[src/rtl/tristate_bus_arbiter_pkg.sv]
// Shared types for the two-source tristate bus arbiter: FSM state encoding,
// owner identity, mux select values and the round-robin arbitration helper.
package tristate_bus_arbiter_pkg;

    typedef enum logic [1:0] {
        IDLE    = 2'd0,
        GRANT_A = 2'd1,
        GRANT_B = 2'd2,
        TURN    = 2'd3
    } arbState_t;

    typedef enum logic {
        OWNER_A = 1'b0,
        OWNER_B = 1'b1
    } owner_t;

    localparam logic SEL_A = 1'b0;
    localparam logic SEL_B = 1'b1;

    // Round-robin pick: a lone requester wins outright, a tie goes to whoever
    // did not own the bus last.
    function automatic arbState_t arbitrate(input logic reqA, input logic reqB,
                                            input owner_t lastOwner);
        arbState_t result;
        result = IDLE;
        if (reqA && reqB) begin
            result = (lastOwner == OWNER_A) ? GRANT_B : GRANT_A;
        end else if (reqA) begin
            result = GRANT_A;
        end else if (reqB) begin
            result = GRANT_B;
        end
        return result;
    endfunction

endpackage

[src/rtl/tristate_bus_arbiter_if.sv]
// Request/grant bundle between the arbiter and the two bus sources.
// The arbiter side is the master; the sources (or a bench) use the slave view.
interface tristate_bus_arbiter_if;
    logic req_a;
    logic req_b;
    logic gnt_a;
    logic gnt_b;
    logic oe_a;
    logic oe_b;
    logic sel;
    logic busy;

    modport master (
        input  req_a, req_b,
        output gnt_a, gnt_b, oe_a, oe_b, sel, busy
    );

    modport slave (
        output req_a, req_b,
        input  gnt_a, gnt_b, oe_a, oe_b, sel, busy
    );
endinterface

[src/rtl/tristate_bus_arbiter_hold_counter.sv]
// Saturating up-counter with synchronous clear and count enable. The terminal
// flag is high while the count sits at LAST; the counter then stops there.
module arb_hold_counter #(
    parameter int                WIDTH = 4,
    parameter logic [WIDTH-1:0]  LAST  = '0
) (
    input  logic clk,
    input  logic reset_n,
    input  logic clear_i,
    input  logic enable_i,
    output logic tc_o
);

    logic [WIDTH-1:0] count_q;

    // Clear wins over enable; counting stops once the terminal value is reached.
    always_ff @(posedge clk or negedge reset_n) begin
        if (!reset_n) begin
            count_q <= '0;
        end else if (clear_i) begin
            count_q <= '0;
        end else if (enable_i && (count_q != LAST)) begin
            count_q <= count_q + 1'b1;
        end
    end

    assign tc_o = (count_q == LAST);

endmodule

[src/rtl/tristate_bus_arbiter.sv]
// Two-source tristate bus arbiter: round-robin on ties, bounded hold while the
// other source waits, and an optional all-off turnaround gap between owners.
// Every output comes straight from a flop so the enables never glitch.
module tristate_bus_arbiter
    import tristate_bus_arbiter_pkg::*;
#(
    parameter int MAX_HOLD    = 4,
    parameter int TURN_CYCLES = 1,
    parameter int CNT_W       = 4
) (
    input  logic                  clk,
    input  logic                  reset_n,
    tristate_bus_arbiter_if.master bus
);

    localparam logic [CNT_W-1:0] HOLD_LAST = CNT_W'(MAX_HOLD - 1);
    localparam logic [CNT_W-1:0] TURN_LAST = CNT_W'((TURN_CYCLES > 0) ? (TURN_CYCLES - 1) : 0);

    arbState_t state_q;
    arbState_t state_d;
    owner_t    lastOwner_q;
    logic      gntA_q;
    logic      gntB_q;
    logic      sel_q;
    logic      busy_q;

    logic      releaseNow;
    logic      holdTc;
    logic      holdEnable;
    logic      holdClear;
    logic      turnTc;
    logic      turnEnable;
    logic      turnClear;

    // The hold counter runs only while a grant is held and restarts at every release.
    assign holdEnable = (state_q == GRANT_A) || (state_q == GRANT_B);
    assign holdClear  = !holdEnable || releaseNow;
    assign turnEnable = (state_q == TURN);
    assign turnClear  = !turnEnable;

    arb_hold_counter #(.WIDTH(CNT_W), .LAST(HOLD_LAST)) holdCounter (
        .clk      (clk),
        .reset_n  (reset_n),
        .clear_i  (holdClear),
        .enable_i (holdEnable),
        .tc_o     (holdTc)
    );

    arb_hold_counter #(.WIDTH(CNT_W), .LAST(TURN_LAST)) turnCounter (
        .clk      (clk),
        .reset_n  (reset_n),
        .clear_i  (turnClear),
        .enable_i (turnEnable),
        .tc_o     (turnTc)
    );

    // Next-state decision; a release goes either to the gap or straight to re-arbitration.
    always_comb begin
        state_d    = state_q;
        releaseNow = 1'b0;
        case (state_q)
            IDLE:    state_d = arbitrate(bus.req_a, bus.req_b, lastOwner_q);
            GRANT_A: releaseNow = !bus.req_a || (bus.req_b && holdTc);
            GRANT_B: releaseNow = !bus.req_b || (bus.req_a && holdTc);
            TURN:    if (turnTc) state_d = arbitrate(bus.req_a, bus.req_b, lastOwner_q);
            default: state_d = IDLE;
        endcase
        if (releaseNow) begin
            state_d = (TURN_CYCLES > 0) ? TURN : arbitrate(bus.req_a, bus.req_b, lastOwner_q);
        end
    end

    // State plus registered outputs; sel and owner only move on the edge a new grant starts.
    always_ff @(posedge clk or negedge reset_n) begin
        if (!reset_n) begin
            state_q     <= IDLE;
            lastOwner_q <= OWNER_B;
            gntA_q      <= 1'b0;
            gntB_q      <= 1'b0;
            sel_q       <= SEL_A;
            busy_q      <= 1'b0;
        end else begin
            state_q <= state_d;
            gntA_q  <= (state_d == GRANT_A);
            gntB_q  <= (state_d == GRANT_B);
            busy_q  <= (state_d != IDLE);
            if ((state_d == GRANT_A) && (state_q != GRANT_A)) begin
                sel_q       <= SEL_A;
                lastOwner_q <= OWNER_A;
            end else if ((state_d == GRANT_B) && (state_q != GRANT_B)) begin
                sel_q       <= SEL_B;
                lastOwner_q <= OWNER_B;
            end
        end
    end

    assign bus.gnt_a = gntA_q;
    assign bus.gnt_b = gntB_q;
    assign bus.oe_a  = gntA_q;
    assign bus.oe_b  = gntB_q;
    assign bus.sel   = sel_q;
    assign bus.busy  = busy_q;

endmodule
[src/flat_wrapper.sv]
// flat-port wrapper written by rule: the top's interface ports become plain ports
module tristate_bus_arbiter_flat import tristate_bus_arbiter_pkg::*;
#(
    parameter int MAX_HOLD    = 4,
    parameter int TURN_CYCLES = 1,
    parameter int CNT_W       = 4
)
  (clk, reset_n, bus_req_a, bus_req_b, bus_gnt_a, bus_gnt_b, bus_oe_a, bus_oe_b, bus_sel, bus_busy);
  tristate_bus_arbiter_if bus_i ();
  input  logic clk;
  input  logic reset_n;
  input wire logic [$bits(bus_i.req_a)-1:0] bus_req_a;
  input wire logic [$bits(bus_i.req_b)-1:0] bus_req_b;
  output wire logic [$bits(bus_i.gnt_a)-1:0] bus_gnt_a;
  output wire logic [$bits(bus_i.gnt_b)-1:0] bus_gnt_b;
  output wire logic [$bits(bus_i.oe_a)-1:0] bus_oe_a;
  output wire logic [$bits(bus_i.oe_b)-1:0] bus_oe_b;
  output wire logic [$bits(bus_i.sel)-1:0] bus_sel;
  output wire logic [$bits(bus_i.busy)-1:0] bus_busy;
  assign bus_i.req_a = bus_req_a;
  assign bus_i.req_b = bus_req_b;
  assign bus_gnt_a = bus_i.gnt_a;
  assign bus_gnt_b = bus_i.gnt_b;
  assign bus_oe_a = bus_i.oe_a;
  assign bus_oe_b = bus_i.oe_b;
  assign bus_sel = bus_i.sel;
  assign bus_busy = bus_i.busy;
  tristate_bus_arbiter #(.MAX_HOLD(MAX_HOLD), .TURN_CYCLES(TURN_CYCLES), .CNT_W(CNT_W)) u_core (.clk(clk), .reset_n(reset_n), .bus(bus_i));
endmodule
[config.mk]
export PLATFORM = sky130hd
export DESIGN_NAME = tristate_bus_arbiter_flat
export DESIGN_NICKNAME = d
export VERILOG_FILES = /design/src/rtl/tristate_bus_arbiter_pkg.sv /design/src/rtl/tristate_bus_arbiter_if.sv /design/src/rtl/tristate_bus_arbiter_hold_counter.sv /design/src/rtl/tristate_bus_arbiter.sv /design/src/flat_wrapper.sv
export SDC_FILE = /design/constraint.sdc
export NUM_CORES = 1
export LEC_CHECK = 0
export CORE_ASPECT_RATIO = 1.2
export CORE_MARGIN = 2
export CORE_UTILIZATION = 53
export CTS_CLUSTER_DIAMETER = 150
export DETAILED_ROUTE_END_ITERATION = 8
export GPL_TIMING_DRIVEN = 0
export HOLD_SLACK_MARGIN = 0.08
export PLACE_DENSITY = 0.86
export SLEW_MARGIN = 10
export SYNTH_ARGS = -nofsm -noshare
export SYNTH_HDL_FRONTEND = slang
export SYNTH_SLANG_ARGS = --single-unit
[constraint.sdc]
create_clock -name clk -period 2.3 [get_ports clk]
set_input_delay 0.69 -clock clk [delete_from_list [all_inputs] [get_ports clk]]
set_output_delay 0.69 -clock clk [all_outputs]
set_load 0.03 [all_outputs]
==> impl_metrics.ini <==
[run_status]
status = complete, no violations

[clock_tree]
cts_sinks = 15
cts_post_setup_buffers_inserted = 0
hold_buffers = 0
cts_made_buffers = 3
clkLatencyLatePin_ns = 0.28
cts.clk_slew.worst_paths_ns = 0.08
cts_root_buf = clkbuf_4
clk_path_buf_depth = 2
cts_tree = done
cts_resized = 0
htree_levels = 1

[timing]
slew_violations = 0
rsz0062_at_grt = false
slew-limit-headroom_pct = 55.7
fin_worst_skew_ns = 0.00120
worst_pin_slew_ns = 0.662
hold_viol_final = 0
setup_violations = 0
period_minus_slack_ns = 2.08
fmax_mhz = 482
tns_ns = 0
hold_ws_ns = 0.518
fin_crit_sh_pct = 90.2

[pwr]
power.leakage_nw = 0.446
powerDensity_nw_per_um2 = 1410
p_comb_share_pct = 59.7
clockPowerShare_pct = 10.5
power_switching_w = 0.000605
p_sw_share_pct = 43.3
internal_power_w = 0.000791
ir_drop_mv = 1.07
power_frac_seq_pct = 29.9

[final_layout]
n_antenna_cell = 0
drive_above_1_share_pct = 13.0
syn_to_final_growth_pct = 16.2
multiInputGateArea_um2 = 429
nets = 104
nFillCells = 114
stdcell_area_um2 = 988
final_util_pct = 67.5
ff_latch_area_um2 = 377

[floorplan]
initial_core_util_pct = 58.1
rows = 15
ios = 10
fp.dieW_um = 40.6
core_area_um2 = 1460
dieArea_um2 = 1940
die_h_um = 47.9

[critical_path]
arrival_ns = 1.39
critical_path_class = reg -> out
crit_required_ns = 1.61
crit_path_cell_trace = buf_4 -> clkdlybuf4s50_1
crit_path_end_kind = primary output
crit_fanout = 2
cpMaxStageDelayCell = clkdlybuf4s50_1
cp-start-kind = flop
max_stage_delay_ns = 0.66

[job]
cap_violations = 0

[global_routing]
antenna_found_initial = 0
grt_pass1_wl_um = 2340
use_met3_pct = 5.58
grt_overflow = 0
grt_usage_pct = 18.7
use_met1_pct = 23.0
gr-usage-met2_pct = 29.2
grt_max_degree = 16
top_usage_layer = met2
grt_pass1_vias = 543

[synthesis]
syn_inst = 79
yosys.area.top_type = dfrtp_1
synth_common_cells = dfrtp_1 (14), ha_1 (7), inv_1 (6), nor2_1 (6), a21oi_1 (5)
postSynth.asyncResetShare_pct = 100
synth-edff-count = 0
synth_cell_types = 32
yosys-top-cells-area = dfrtp_1 (41%), ha_1 (10%), a2bb2oi_4 (3.1%), dfstp_2 (3.1%), o2111ai_4 (3.1%)
syn_area_um2 = 851
synth.most_common_cell = dfrtp_1
synth_area_per_cell_um2 = 10.8
synth_top_area_share_pct = 41.2
syn_nets = 90
synth_flop_cell = dfrtp_1
yosysSeqAreaShare_pct = 44.3
synth_seq_cells = 15
synth_warnings = 0

[placement]
port_buffers = 9
gp_congestion = 0.752
placed_cell_area_um2 = 962
dp_hpwl_um = 1080

[route]
first_pass_iters = 4
drc = 0
viasPerCell = 5.28
route.antenna.remaining_nets = 0
num_vias = 575
wire_per_inst_um = 13.2
routed_wl_um = 1440
drtIter0Drc = 8

[min_path]
hold_class = reg -> reg
==> power by group through the flow <==
stage	logic (W)	registers (W)	clock network, W
6_report	0.000833	0.000417	0.000146
5_1_grt	0.000909	0.000427	0.000163
3_3_place_gp	0.000816	0.000415	0
2_1_floorplan	0.000583	0.000468	0
3_5_place_dp	0.000836	0.000423	0
4_1_cts	0.000841	0.000417	0.000151
==> kinds of logic after synthesis <==
| kind of cell | Yosys count | synth area share, % |
|---|---|---|
| AOI/OAI and AO/OA | 17 | 17.6 |
| xor gates and xnor gates | 5 | 5.15 |
| adders and majority gates | 7 | 10.3 |
| buffers and inverters | 10 | 5.29 |
| DFF | 15 | 44.3 |
| muxes | 1 | 1.32 |
| and+or+nand+nor | 24 | 16.0 |
==> cells in the final DEF, fill, tap and decap left out, drive strengths merged, types with 2 or more instances in the layout <==
cell,instances
o21ai,4
and2,3
or3b,2
clkdlybuf4s50,9
nor2,6
ha,7
a31oi,2
nand2,3
dfrtp,14
buf,2
inv,7
nand2b,2
xnor2,3
xor2,2
clkbuf,5
a21oi,6
nand3,3
==> layout make-up <==
| type | count | area share [%] |
|---|---|---|
| clock buffers | 4 | 2.66 |
| multi-input cells | 54 | 43.4 |
| flip-flops and latches | 15 | 38.1 |
| inverters | 7 | 2.66 |
| well taps | 17 | 2.15 |
| repair buffers | 9 | 9.11 |
| plain buffers | 3 | 1.90 |
==> worst max-delay path: cells and delay by family (launching register included) <==
family | cells | cell delay [ns]
buffers and inverters | 2 | 0.76
DFF | 1 | 0.35
==> worst paths after layout <==
path,endpoint,slack (ns),startpoint,cells past startpoint
setup / recovery,bus_oe_a,0.22,u_core.bus.gnt_a,2
hold / removal,u_core.lastOwner_q,0.52,u_core.lastOwner_q,2
setup reg to reg,u_core.bus.gnt_a,0.30,u_core.state_q[1],6
hold reg to reg,u_core.lastOwner_q,0.52,u_core.lastOwner_q,2
max in group asynchronous,u_core.bus.gnt_a,1.07,reset_n,1
min in group asynchronous,u_core.turnCounter.count_q[2],0.81,reset_n,1
==> layer usage <==
metal | vias up | part of all wire (%)
li1 | 293 | -
met5 | - | 0
met2 | 6 | 50
met1 | 271 | 46
met3 | 5 | 1.9
met4 | 0 | 2.2
==> registers in the layout, summed over array words and instances (netlist names) <==
signal                      count
u_core.holdCounter.count_q      4
u_core.turnCounter.count_q      4
u_core.state_q                  2
u_core.bus.busy                 1
u_core.bus.gnt_a                1
u_core.bus.gnt_b                1
u_core.bus.sel                  1
u_core.lastOwner_q              1
==> per-stage QoR <==
step                      instances  setup WS, ns  total power (W)
after floorplan                  79         0.531          0.00105
after global placement          105        0.0508          0.00123
after detailed placement        105        0.0103          0.00126
after CTS                       109         0.210          0.00141
after global routing            109         0.146          0.00150
final                           109         0.225          0.00140
Power figures use the tool's default switching activity.
